<file path="src/rtl/spi_slave_responder_if.sv">
// Bus bundle for the SPI mode-0 responder: SPI pins plus the local TX/RX/status
// handshakes. The slave modport is the responder's view of the bundle.
interface spi_slave_responder_if #(
    parameter int N = 5
);
    logic         sclk;
    logic         cs_n;
    logic         mosi;
    logic         miso;
    logic         miso_oe;
    logic [7:0]   tx_data;
    logic         tx_valid;
    logic         tx_ready;
    logic         fill_1s;
    logic [7:0]   rx_data;
    logic         rx_valid;
    logic         rx_ready;
    logic         frame_done;
    logic [N+1:0] frame_len;
    logic [2:0]   status;
    logic         clr_status;

    modport slave (
        input  sclk, cs_n, mosi, tx_data, tx_valid, fill_1s, rx_ready, clr_status,
        output miso, miso_oe, tx_ready, rx_data, rx_valid, frame_done, frame_len, status
    );

    modport master (
        output sclk, cs_n, mosi, tx_data, tx_valid, fill_1s, rx_ready, clr_status,
        input  miso, miso_oe, tx_ready, rx_data, rx_valid, frame_done, frame_len, status
    );
endinterface

</file>
<file path="src/rtl/spi_slave_responder.sv">
// SPI mode-0 slave: oversampled pins, byte deserialiser, MISO serialiser with
// one-deep TX holding register, per-frame byte count and sticky error flags.
module spi_slave_responder #(
    parameter int N           = 5,
    parameter int SYNC_STAGES = 2
) (
    input  logic                  clk,
    input  logic                  rst,
    spi_slave_responder_if.slave  bus
);
    typedef enum logic {IDLE, ACTIVE} state_t;

    logic [SYNC_STAGES-1:0] sclk_sync_q, cs_sync_q, mosi_sync_q;
    logic                   sclk_d1_q, cs_d1_q;
    logic                   sclk_s, cs_s, mosi_s;
    logic                   sclk_rise, sclk_fall, cs_rise, cs_fall;

    state_t       state_q, state_d;
    logic [2:0]   bit_cnt_q, bit_cnt_d;
    logic [7:0]   rx_sh_q, rx_sh_d;
    logic [7:0]   tx_sh_q, tx_sh_d;
    logic [7:0]   hold_q, hold_d;
    logic         hold_full_q, hold_full_d;
    logic [7:0]   rx_data_q, rx_data_d;
    logic         rx_valid_q, rx_valid_d;
    logic [N+1:0] frame_cnt_q, frame_cnt_d;
    logic [N+1:0] frame_len_q, frame_len_d;
    logic         frame_done_q, frame_done_d;
    logic [2:0]   status_q, status_d;
    logic         tx_load;

    // The cs_n chain resets low so a chip select held low across reset release
    // never looks like a falling edge; the resulting rise in IDLE is ignored.
    always_ff @(posedge clk or posedge rst) begin
        if (rst) begin
            sclk_sync_q <= '0;
            cs_sync_q   <= '0;
            mosi_sync_q <= '0;
            sclk_d1_q   <= 1'b0;
            cs_d1_q     <= 1'b0;
        end else begin
            sclk_sync_q <= {sclk_sync_q[SYNC_STAGES-2:0], bus.sclk};
            cs_sync_q   <= {cs_sync_q[SYNC_STAGES-2:0], bus.cs_n};
            mosi_sync_q <= {mosi_sync_q[SYNC_STAGES-2:0], bus.mosi};
            sclk_d1_q   <= sclk_s;
            cs_d1_q     <= cs_s;
        end
    end

    assign sclk_s    = sclk_sync_q[SYNC_STAGES-1];
    assign cs_s      = cs_sync_q[SYNC_STAGES-1];
    assign mosi_s    = mosi_sync_q[SYNC_STAGES-1];
    assign sclk_rise = sclk_s & ~sclk_d1_q;
    assign sclk_fall = ~sclk_s & sclk_d1_q;
    assign cs_rise   = cs_s & ~cs_d1_q;
    assign cs_fall   = ~cs_s & cs_d1_q;

    always_ff @(posedge clk or posedge rst) begin
        if (rst) begin
            state_q      <= IDLE;
            bit_cnt_q    <= '0;
            rx_sh_q      <= '0;
            tx_sh_q      <= '0;
            hold_q       <= '0;
            hold_full_q  <= 1'b0;
            rx_data_q    <= '0;
            rx_valid_q   <= 1'b0;
            frame_cnt_q  <= '0;
            frame_len_q  <= '0;
            frame_done_q <= 1'b0;
            status_q     <= '0;
        end else begin
            state_q      <= state_d;
            bit_cnt_q    <= bit_cnt_d;
            rx_sh_q      <= rx_sh_d;
            tx_sh_q      <= tx_sh_d;
            hold_q       <= hold_d;
            hold_full_q  <= hold_full_d;
            rx_data_q    <= rx_data_d;
            rx_valid_q   <= rx_valid_d;
            frame_cnt_q  <= frame_cnt_d;
            frame_len_q  <= frame_len_d;
            frame_done_q <= frame_done_d;
            status_q     <= status_d;
        end
    end

    always_comb begin
        state_d      = state_q;
        bit_cnt_d    = bit_cnt_q;
        rx_sh_d      = rx_sh_q;
        tx_sh_d      = tx_sh_q;
        hold_d       = hold_q;
        hold_full_d  = hold_full_q;
        rx_data_d    = rx_data_q;
        rx_valid_d   = rx_valid_q;
        frame_cnt_d  = frame_cnt_q;
        frame_len_d  = frame_len_q;
        frame_done_d = 1'b0;
        tx_load      = 1'b0;
        // Clear first so that any set event below in the same clk wins.
        status_d     = bus.clr_status ? 3'b000 : status_q;

        if (rx_valid_q && bus.rx_ready) begin
            rx_valid_d = 1'b0;
        end

        case (state_q)
            IDLE: begin
                if (cs_fall) begin
                    state_d     = ACTIVE;
                    frame_cnt_d = '0;
                    bit_cnt_d   = '0;
                    tx_load     = 1'b1;
                end
            end
            ACTIVE: begin
                if (cs_rise) begin
                    state_d      = IDLE;
                    frame_done_d = 1'b1;
                    frame_len_d  = frame_cnt_q;
                    if (bit_cnt_q != 3'd0) begin
                        status_d[2] = 1'b1;
                    end
                    bit_cnt_d = '0;
                    rx_sh_d   = '0;
                end else if (sclk_rise) begin
                    rx_sh_d   = {rx_sh_q[6:0], mosi_s};
                    bit_cnt_d = bit_cnt_q + 3'd1;
                    if (bit_cnt_q == 3'd7) begin
                        if (frame_cnt_q != '1) begin
                            frame_cnt_d = frame_cnt_q + 1'b1;
                        end
                        if (!rx_valid_q || bus.rx_ready) begin
                            rx_data_d  = rx_sh_d;
                            rx_valid_d = 1'b1;
                        end else begin
                            status_d[0] = 1'b1;
                        end
                    end
                end else if (sclk_fall) begin
                    if (bit_cnt_q == 3'd0) begin
                        tx_load = 1'b1;
                    end else begin
                        tx_sh_d = {tx_sh_q[6:0], 1'b0};
                    end
                end
            end
            default: state_d = IDLE;
        endcase

        // A load sees the holding register as it was at the start of this clk.
        if (tx_load) begin
            if (hold_full_q) begin
                tx_sh_d     = hold_q;
                hold_full_d = 1'b0;
            end else begin
                tx_sh_d     = {8{bus.fill_1s}};
                status_d[1] = 1'b1;
            end
        end
        if (bus.tx_valid && !hold_full_q) begin
            hold_d      = bus.tx_data;
            hold_full_d = 1'b1;
        end
    end

    assign bus.miso       = tx_sh_q[7];
    assign bus.miso_oe    = (state_q == ACTIVE);
    assign bus.tx_ready   = ~hold_full_q;
    assign bus.rx_data    = rx_data_q;
    assign bus.rx_valid   = rx_valid_q;
    assign bus.frame_done = frame_done_q;
    assign bus.frame_len  = frame_len_q;
    assign bus.status     = status_q;
endmodule
</file>
<file path="src/flat_wrapper.sv">
// flat-port wrapper written by rule: the top's interface ports become plain ports
module spi_slave_responder_flat 
#(
    parameter int N           = 5,
    parameter int SYNC_STAGES = 2
)
  (clk, rst, bus_sclk, bus_cs_n, bus_mosi, bus_tx_data, bus_tx_valid, bus_fill_1s, bus_rx_ready, bus_clr_status, bus_miso, bus_miso_oe, bus_tx_ready, bus_rx_data, bus_rx_valid, bus_frame_done, bus_frame_len, bus_status);
  spi_slave_responder_if #(.N(N)) bus_i ();
  input  logic clk;
  input  logic rst;
  input wire logic [$bits(bus_i.sclk)-1:0] bus_sclk;
  input wire logic [$bits(bus_i.cs_n)-1:0] bus_cs_n;
  input wire logic [$bits(bus_i.mosi)-1:0] bus_mosi;
  input wire logic [$bits(bus_i.tx_data)-1:0] bus_tx_data;
  input wire logic [$bits(bus_i.tx_valid)-1:0] bus_tx_valid;
  input wire logic [$bits(bus_i.fill_1s)-1:0] bus_fill_1s;
  input wire logic [$bits(bus_i.rx_ready)-1:0] bus_rx_ready;
  input wire logic [$bits(bus_i.clr_status)-1:0] bus_clr_status;
  output wire logic [$bits(bus_i.miso)-1:0] bus_miso;
  output wire logic [$bits(bus_i.miso_oe)-1:0] bus_miso_oe;
  output wire logic [$bits(bus_i.tx_ready)-1:0] bus_tx_ready;
  output wire logic [$bits(bus_i.rx_data)-1:0] bus_rx_data;
  output wire logic [$bits(bus_i.rx_valid)-1:0] bus_rx_valid;
  output wire logic [$bits(bus_i.frame_done)-1:0] bus_frame_done;
  output wire logic [$bits(bus_i.frame_len)-1:0] bus_frame_len;
  output wire logic [$bits(bus_i.status)-1:0] bus_status;
  assign bus_i.sclk = bus_sclk;
  assign bus_i.cs_n = bus_cs_n;
  assign bus_i.mosi = bus_mosi;
  assign bus_i.tx_data = bus_tx_data;
  assign bus_i.tx_valid = bus_tx_valid;
  assign bus_i.fill_1s = bus_fill_1s;
  assign bus_i.rx_ready = bus_rx_ready;
  assign bus_i.clr_status = bus_clr_status;
  assign bus_miso = bus_i.miso;
  assign bus_miso_oe = bus_i.miso_oe;
  assign bus_tx_ready = bus_i.tx_ready;
  assign bus_rx_data = bus_i.rx_data;
  assign bus_rx_valid = bus_i.rx_valid;
  assign bus_frame_done = bus_i.frame_done;
  assign bus_frame_len = bus_i.frame_len;
  assign bus_status = bus_i.status;
  spi_slave_responder #(.N(N), .SYNC_STAGES(SYNC_STAGES)) u_core (.clk(clk), .rst(rst), .bus(bus_i));
endmodule
</file>
<file path="config.mk">
export PLATFORM = sky130hd
export DESIGN_NAME = spi_slave_responder_flat
export DESIGN_NICKNAME = d
export VERILOG_FILES = /design/src/rtl/spi_slave_responder_if.sv /design/src/rtl/spi_slave_responder.sv /design/src/flat_wrapper.sv
export SDC_FILE = /design/constraint.sdc
export NUM_CORES = 1
export LEC_CHECK = 0
export ABC_AREA = 1
export BUFFER_PORTS_ARGS = -buffer_cell sky130_fd_sc_hd__buf_2
export CORE_ASPECT_RATIO = 1.2
export CORE_MARGIN = 3
export CORE_UTILIZATION = 30
export DETAILED_ROUTE_END_ITERATION = 7
export PLACE_DENSITY = 0.43
export SYNTH_ARGS = -nofsm -noshare
export SYNTH_HDL_FRONTEND = slang
export SYNTH_SLANG_ARGS = --single-unit
</file>
<file path="constraint.sdc">
create_clock -name clk -period 2.8 [get_ports clk]
set_input_delay 0.28 -clock clk [delete_from_list [all_inputs] [get_ports clk]]
set_output_delay 0.28 -clock clk [all_outputs]
set_load 0.005 [all_outputs]
</file>
; ---- Word level (Yosys, flattened, before mapping)
; Cells that the tools add are included.
[classes]
reduce_logical = 17
n_mul = 0
n_bitwise = 11
div_mod_pow = 0
n_mux = 48
shifts = 0
n_eq_ne = 11
n_addsub = 2
n_lt_le_gt_ge = 0
[op_table]
columns = cell, count
row1 = $mux 8, 7
row2 = $mux 7, 7
row3 = $mux 1, 26
row4 = $reduce_and 5->1, 3
row5 = $pmux 7 s2, 1
row6 = $mux 3, 4
row7 = $ne 2x2->1 const B, 5
row8 = $reduce_bool 2->1, 4
row9 = $add 7x1->7 const B, 1
row10 = $ne 7x7->1 const B, 1
row11 = $not 1->1, 7
row12 = $ne 2x1->1 const B, 3
row13 = $pmux 3 s2, 1
row14 = $reduce_and 2->1, 3
row15 = $and 1x1->1, 4
row16 = $pmux 1 s2, 2
row17 = $add 3x1->3 const B, 1
row18 = $eq 3x3->1 const B, 1
row19 = $logic_not 3->1, 1
row20 = $ne 3x1->1 const B, 1
row21 = $reduce_bool 3->1, 1
row22 = $logic_and 1x1->1, 2
row23 = $logic_not 1->1, 2
row24 = $logic_or 1x1->1, 1
[totals]
register_bits = 63
latch_bits = 0
memories = 0
word_cells = 106
ram_bits = 0
mem_bits_ro = 0

; ---- Logic depth before layout (Yosys ltp)
; Gate-level depths: netlist (run 1).
[depth]
word_depth = 8
depth_mapped = 10

; ---- Least setup slack after synthesis (run 1)
; No wires, ideal clock.
[synth_timing]
path_kind = reg-to-reg
from = reg u_core.frame_cnt_q[0]
to = reg u_core.frame_cnt_q[5]
t_required_ns = 2.683
arrival_ns = 1.169
slack_ns = 1.515
stages_incl_launch_ff = 9
path_cell_list = dfrtp_1 ha_1 nand2_1 nor2_1 nand3_1 nand3_2 nand2_2 nand2_1 nand2_1
[synth_between]
elab_chain_cells = 6
[synth_lines]
columns = element, line
row1 = from (decl), spi_slave_responder.sv:26  ; logic [N+1:0] frame_cnt_q, frame_cnt_d;
row2 = from (signal assigned), spi_slave_responder.sv:81  ; frame_cnt_q <= frame_cnt_d;
row3 = $add 7x1->7, spi_slave_responder.sv:132  ; frame_cnt_d = frame_cnt_q + 1'b1;
row4 = $mux 7, spi_slave_responder.sv:131  ; if (frame_cnt_q != '1) begin
row5 = $mux 7, spi_slave_responder.sv:130  ; if (bit_cnt_q == 3'd7) begin
row6 = $mux 7, spi_slave_responder.sv:127  ; end else if (sclk_rise) begin
row7 = $mux 7, spi_slave_responder.sv:118  ; if (cs_rise) begin
row8 = $pmux 7 s2, spi_slave_responder.sv:108  ; case (state_q)
; Parallel ways exist; a longest one is shown, timed or not. The select of a mux whose other input is x is not followed.
; A chain may end at the register's enable or synchronous reset.

; ---- Worst setup path after layout (run 1)
[layout_timing]
from = reg u_core.state_q, in the netlist u_core.bus.miso_oe
to = reg u_core.rx_sh_q[1]
[layout_between]
elab_chain_cells = 1
[layout_lines]
columns = element, line
row1 = from (decl), spi_slave_responder.sv:18  ; state_t state_q, state_d;
row2 = from (signal assigned), spi_slave_responder.sv:73  ; state_q <= state_d;
row3 = $reduce_and 2->1 (no line), n/a
row4 = to (signal assigned), spi_slave_responder.sv:75  ; rx_sh_q <= rx_sh_d;
row5 = to (decl), spi_slave_responder.sv:20  ; logic [7:0] rx_sh_q, rx_sh_d;
; Every way passes these cells.

==> impl_results.md, run 1 <==
* Die H at 110 um
* Detailed-route DRC error count at 0
* CTS buffer count at 9
* Crit path launch type: flop
* Core area at 0.00870 sq mm
* Setup-failing EPs final at 0
* FF+latch count, synth at 63
* # hold bufs at CTS at 0
* Area growth, synth to finish at 20.6%
* Num rows at 37
* Routed length per placed instance at 11.7 um
* End of the critical path: u_core.rx_sh_q[1]
* Layout net count at 353
* HP Class: input pin to flop
* HPWL after DPL at 3790 um
* Drt pass-1 iters at 4
* Post-CTS Repair Setup Buffers at 0
* Initial antenna violation count at 0
* Post-CTS sizing at 0
* Root buffer cell: clkbuf_8
* CP Max Fanout at 14
* Setup TNS at 0 ps
* Sequential element share of the synthesized area at 0.581
* Routability cong. at 0.757
* Post-layout minimum cycle time at 1590 ps
* Max Clk Rate at 628 MHz
* Crit. Startpoint: u_core.bus.miso_oe
* Core Util, Final at 0.376
* Clock Tree Buf Depth at 2
* TritonCTS clock tree: yes
* Syn nets at roughly 310
* Vias in the first global route at just over 2k
* Total number of vias at between 1.5k and 2k
* Htree depth at 3
* Worst Skew at 10.4 ps
* R2r setup slk at around 1200 ps
* Largest net degree at the start of global routing at 34
* Synth Instances at 285
* Layout cell share with drive strength beyond 1 at 0.240
* First-pass GRT wire length at 9480 um
* Remaining antenna violation count at 0
* Nature of the critical path endpoint: flop
* Clock latency on the worst-skew pair at 340 ps
* Clock sinks at 63
* Kind of critical path: flop to flop
* Max-Cap Viols at 0
* RSZ-0062 raised after global routing: false
* Cell Area, Synth at between 0.002 and 0.003 sq mm
* Status: complete, no violations
* Most frequent cells in the layout: nand2_1, dfrtp_1, buf_2
* Fillers at 946
* Required @ worst endpoint at around 3000 ps
* Actual slew at the worst max-slew pin at 719 ps
* VDD IR max at 0.348 mV
* Effective utilization at floorplan at 0.312
* Post-place setup slack at ~1200 ps
* Final worst slack at between 1000 and 1500 ps
* Placed cells at ~440
* Most common cell after layout, fill and taps aside: nand2_1
* Final Max Tran Viols at 0
* Initial drt markers at 54
* Final Non-Filler Cells at 454
* Pwr Density at 774 mW/mm^2
* Die width at between 90 and 100 um
* IO Count at 40
* Clock transition at the registers of the reported paths at 70 ps
* Critical R2R Capture: u_core.rx_sh_q[1]
* Routed WL at 5330 um
* IO Port Bufs at 39
* Worst reg2reg path depth at 3
* Antenna Cells at 0
* Final Hold Fails at 0
* Tcrit/Tclk final at 0.568
* Total GRT Usage at 0.118
* Die area at just over 0.01 sq mm
* Mean Syn Cell Area at approximately 9.5 sq um
* Relative slew slack at 0.520
* Synth cell types at 28
* Gr ovfl total at 0
* Vias per Instance at 4.26
* CP arrival at 1790 ps
* Leakage at 1.71 nW
* Reg2reg start: u_core.bus.miso_oe
* Yosys synthesis warning count at 0
## synthesized netlist by cell type
| master | n | share of area |
|---|---|---|
| nor2_4 | 1 | 0.0041 |
| o211ai_1 | 1 | 0.0028 |
| a21oi_4 | 1 | 0.0060 |
| nor3b_1 | 1 | 0.0028 |
| nand3_2 | 1 | 0.0037 |
| nand2_4 | 2 | 0.0083 |
| nand3_4 | 1 | 0.0065 |
| buf_4 | 1 | 0.0028 |
| o21ai_1 | 3 | 0.0055 |
| mux2_2 | 8 | 0.033 |
| xnor2_1 | 1 | 0.0032 |
| a21boi_0 | 2 | 0.0055 |
| inv_2 | 1 | 0.0014 |
| nor2_1 | 9 | 0.012 |
| nand2_2 | 3 | 0.0069 |
| inv_1 | 27 | 0.037 |
| a22o_1 | 1 | 0.0032 |
| dfrtp_1 | 63 | 0.58 |
| nand4_1 | 4 | 0.0092 |
| o21ai_0 | 11 | 0.020 |
| nand3_1 | 19 | 0.035 |
| nand2_1 | 102 | 0.14 |
| ha_1 | 4 | 0.018 |
| buf_6 | 1 | 0.0041 |
| o21ai_2 | 8 | 0.026 |
| o22ai_1 | 7 | 0.016 |
| clkbuf_1 | 1 | 0.0014 |
| buf_2 | 1 | 0.0018 |
## through the flow
step | area [sq um] | power, mW | hold WS (ps)
after floorplan | 2710 | 1.53 | 311
after global placement | 3050 | 1.66 | 331
after detailed placement | 3050 | 1.67 | 336
after CTS | 3270 | 2.58 | 25.7
after global routing | 3270 | 2.72 | 34.2
final | 3270 | 2.53 | 44.3
## layout make-up
type / count / area, sq um / area share
flip-flops and latches: 63 / 1580 / 0.482
multi-input cells: 190 / 1000 / 0.307
repair buffers: 40 / 215 / 0.0658
clock buffers: 13 / 159 / 0.0486
well taps: 117 / 146 / 0.0447
inverters: 28 / 105 / 0.0321
clock inverters: 3 / 65.1 / 0.0199
## power by group
group,internal (mW),total (mW),leakage [nW],switching [mW]
registers,1.07,1.17,0.827,0.103
logic,0.203,0.462,0.772,0.259
clock network,0.550,0.896,0.114,0.346
total,1.82,2.53,1.71,0.708
## kinds of logic after synthesis
kind of cell    after synthesis  share of synthesized area
simple gates                143                      0.230
flops                        63                      0.581
compound gates               34                     0.0853
buf+inv                      32                     0.0489
mux                           8                     0.0332
fa+ha+maj                     4                     0.0184
xor+xnor                      1                    0.00323
## registers in the layout, indices dropped and copies added (netlist names)
| register | flops |
|---|---|
| u_core.bit_cnt_q | 3 |
| u_core.bus.frame_done | 1 |
| u_core.bus.frame_len | 7 |
| u_core.bus.miso_oe | 1 |
| u_core.bus.rx_data | 8 |
| u_core.bus.rx_valid | 1 |
| u_core.bus.status | 3 |
| u_core.cs_d1_q | 1 |
| u_core.cs_sync_q | 2 |
| u_core.frame_cnt_q | 7 |
| u_core.hold_full_q | 1 |
| u_core.hold_q | 8 |
| u_core.mosi_sync_q | 2 |
| u_core.rx_sh_q | 7 |
| u_core.sclk_d1_q | 1 |
| u_core.sclk_sync_q | 2 |
| u_core.tx_sh_q | 8 |
## per-layer routing
layer,global-route usage,vias to the layer above,routed length (um)
li1,-,1013,-
met1,0.150,869,2620
met2,0.185,44,2340
met3,0.0346,8,265
met4,0.0597,0,93
met5,0,-,0
## worst max-delay path: stages (launching register included)
cell	delay [ps]
dfrtp_1	470
nand3_1	390
o21ai_1	450
o22ai_1	140
## worst min path at each step
| stage | start | end | cells after the start |
|---|---|---|---|
| finish | bus_mosi | u_core.mosi_sync_q[0] | 1 |
| global route | bus_mosi | u_core.mosi_sync_q[0] | 1 |
| CTS | bus_mosi | u_core.mosi_sync_q[0] | 1 |
| detailed placement | u_core.sclk_sync_q[0] | u_core.sclk_sync_q[1] | 0 |
| global placement | u_core.mosi_sync_q[0] | u_core.mosi_sync_q[1] | 0 |
| floorplan | bus_cs_n | u_core.cs_sync_q[0] | 0 |
Note: power is estimated with default switching activity, not from simulation.
==> inputs of run 2 (changes only) <==
clock period = 1.5 ns   (was 2.8 ns; I/O delays follow)
==> impl_results.md, run 2 (synthesis gave the netlist of run 1 again) <==
* Final Max Tran Viols at 0 (unchanged)
* Hold depth at 2 (was 1)
* CP arrival at 1590 ps (was 1790 ps)
* Gr ovfl total at 0 (unchanged)
* Area growth, synth to finish at 28.0% (was 20.6%)
* Most Frequent Cell on Critical Path: nand2_1
* VDD IR max at 0.689 mV (was 0.348 mV)
* Most frequent cells in the layout: nand2_1, dfrtp_1, buf_2 (unchanged)
* Total GRT Usage at 0.117 (was 0.118)
* Cell breakdown of the critical path: nand2_1 -> nand2_2 -> nor2_4 -> buf_12 -> nand3_4 -> nand2_1 -> o21ai_2 (was nand3_1 -> o21ai_1 -> o22ai_1)
* Worst reg2reg path depth at 7 (was 3)
* Layout net count at 374 (was 353)
* Effective utilization at floorplan at 0.312 (unchanged)
* Die width at 92.8 um (unchanged)
* Placed cells at 451 (was 438)
* Root buffer cell: clkbuf_8 (unchanged)
* Pwr Density at 1340 mW/mm^2 (was 774 mW/mm^2)
* Worst Skew at 12.2 ps (was 10.4 ps)
* Required @ worst endpoint at 1730 ps (was 3000 ps)
* Critical R2R Capture: u_core.bus.rx_data[1] (was u_core.rx_sh_q[1])
* Hold_ws at 41.4 ps (was 44.3 ps)
* Remaining antenna violation count at 0 (unchanged)
* Clock Tree Buf Depth at 2 (unchanged)
* R2r setup slk at 140 ps (was 1210 ps)
* Initial antenna violation count at 0 (unchanged)
* Die H at 110 um (unchanged)
* Layout cell share with drive strength beyond 1 at 0.293 (was 0.240)
* TritonCTS clock tree: yes (unchanged)
* Drt pass-1 iters at 4 (unchanged)
* Routed WL at 5650 um (was 5330 um)
* Routed length per placed instance at 11.9 um (was 11.7 um)
* Relative slew slack at 0.674 (was 0.520)
* Clock latency on the worst-skew pair at 340 ps (about the same)
* HPWL after DPL at 3870 um (was 3790 um)
* IO Port Bufs at 39 (unchanged)
* Delay-heaviest family, CP: simple AND/OR/NAND/NOR gates (was compound AO/OA/AOI/OAI gates)
* CP Max Fanout at 8 (was 14)
* Post-layout minimum cycle time at 1360 ps (was 1590 ps)
* Register area at 0.00158 sq mm (unchanged)
* HP Start: bus_tx_data[4] (was bus_mosi)
* Vias in the first global route at 1960 (was 2045)
* Tcrit/Tclk final at 0.906 (was 0.568)
* Multi-input logic area at 0.00107 sq mm (was 0.00100 sq mm)
* Core area at 0.00870 sq mm (unchanged)
* Max-Cap Viols at 0 (unchanged)
* CP Depth at 7 (was 3)
* Detailed-route DRC error count at 0 (unchanged)
* Max incr delay on CP at 440 ps (was 470 ps)
* Leakage at 1.79 nW (was 1.71 nW)
* Most common cell after layout, fill and taps aside: nand2_1 (unchanged)
* Setup TNS at 0 ps (unchanged)
* Max Clk Rate at 735 MHz (was 628 MHz)
* Kind of critical path: flop to flop (unchanged)
* Die area at 0.0102 sq mm (unchanged)
* Htree depth at 3 (unchanged)
* Worst path slowest cell: dfrtp_1 (unchanged)
* Initial drt markers at 67 (was 54)
* CTS buffer count at 9 (unchanged)
* HP Class: input pin to flop (unchanged)
* Clock sinks at 63 (unchanged)
* Status: complete, no violations (unchanged)
* Setup-failing EPs final at 0 (unchanged)
* Vias per Instance at 4.39 (was 4.26)
* Core Util, Final at 0.399 (was 0.376)
* Power Total at 4.65 mW (was 2.53 mW)
* Largest net degree at the start of global routing at 29 (was 34)
* Fillers at 949 (was 946)
* Routability cong. at 0.793 (was 0.757)
* IO Count at 40 (unchanged)
* Actual slew at the worst max-slew pin at 489 ps (was 719 ps)
* Nature of the critical path endpoint: flop (unchanged)
* First-pass GRT wire length at 9340 um (was 9480 um)
* Reg2reg start: u_core.cs_sync_q[1] (was u_core.bus.miso_oe)
* Antenna Cells at 0 (unchanged)
* RSZ-0062 raised after global routing: false (unchanged)
* Num rows at 37 (unchanged)
* Clock transition at the registers of the reported paths at 70 ps (about the same)
* Final Non-Filler Cells at 475 (was 454)
* Final Hold Fails at 0 (unchanged)
* Crit path launch type: flop (unchanged)
* Hold Path Sink: u_core.hold_q[4] (was u_core.mosi_sync_q[0])
* WP buf/inv at 1 (was 0)
* Total number of vias at 2086 (was 1934)
-- run 2: cell type report --
cell class / instances / share of cell area
Sequential cell: 63 / 0.454
Multi-Input combinational cell: 193 / 0.308
Timing Repair Buffer: 58 / 0.107
Tap cell: 117 / 0.0421
Clock buffer: 11 / 0.0407
Inverter: 28 / 0.0313
Clock inverter: 5 / 0.0166
-- run 2: repair_timing --
item / 4_1_cts / 5_1_grt
resized for setup: 0 / 11
setup buffers: 0 / 1
endpoints found under the setup margin: 0 / 20
endpoints found under the hold margin: 21 / 0
hold buffers: 4 / 0
-- run 2: metrics by stage --
step,setup WS (ps),cell area [sq um]
2_1_floorplan,215,2720
3_3_place_gp,60.1,3150
3_5_place_dp,42.2,3150
4_1_cts,33.7,3390
5_1_grt,18.3,3470
6_report,140,3470
-- run 2: metal layers --
metal  GRT usage  wire, um
met1       0.156      2800
met4      0.0691       110
met2       0.174      2530
met5           0         0
met3      0.0251       215
-- run 2: worst max-delay path by stage --
stage	slack, ps	to	from
2_1_floorplan	210	u_core.frame_cnt_q[5]	u_core.frame_cnt_q[0]
3_3_place_gp	60	u_core.frame_cnt_q[5]	u_core.frame_cnt_q[0]
3_5_place_dp	40	u_core.bus.rx_data[1]	u_core.cs_sync_q[1]
4_1_cts	30	u_core.bus.rx_data[5]	u_core.cs_sync_q[1]
5_1_grt	20	u_core.tx_sh_q[3]	u_core.bit_cnt_q[0]
6_report	140	u_core.bus.rx_data[1]	u_core.cs_sync_q[1]
-- run 2: power breakdown --
part | switching, mW | internal, mW
Combinational | 0.547 | 0.456
Sequential | 0.164 | 2.00
Clock | 0.676 | 0.810
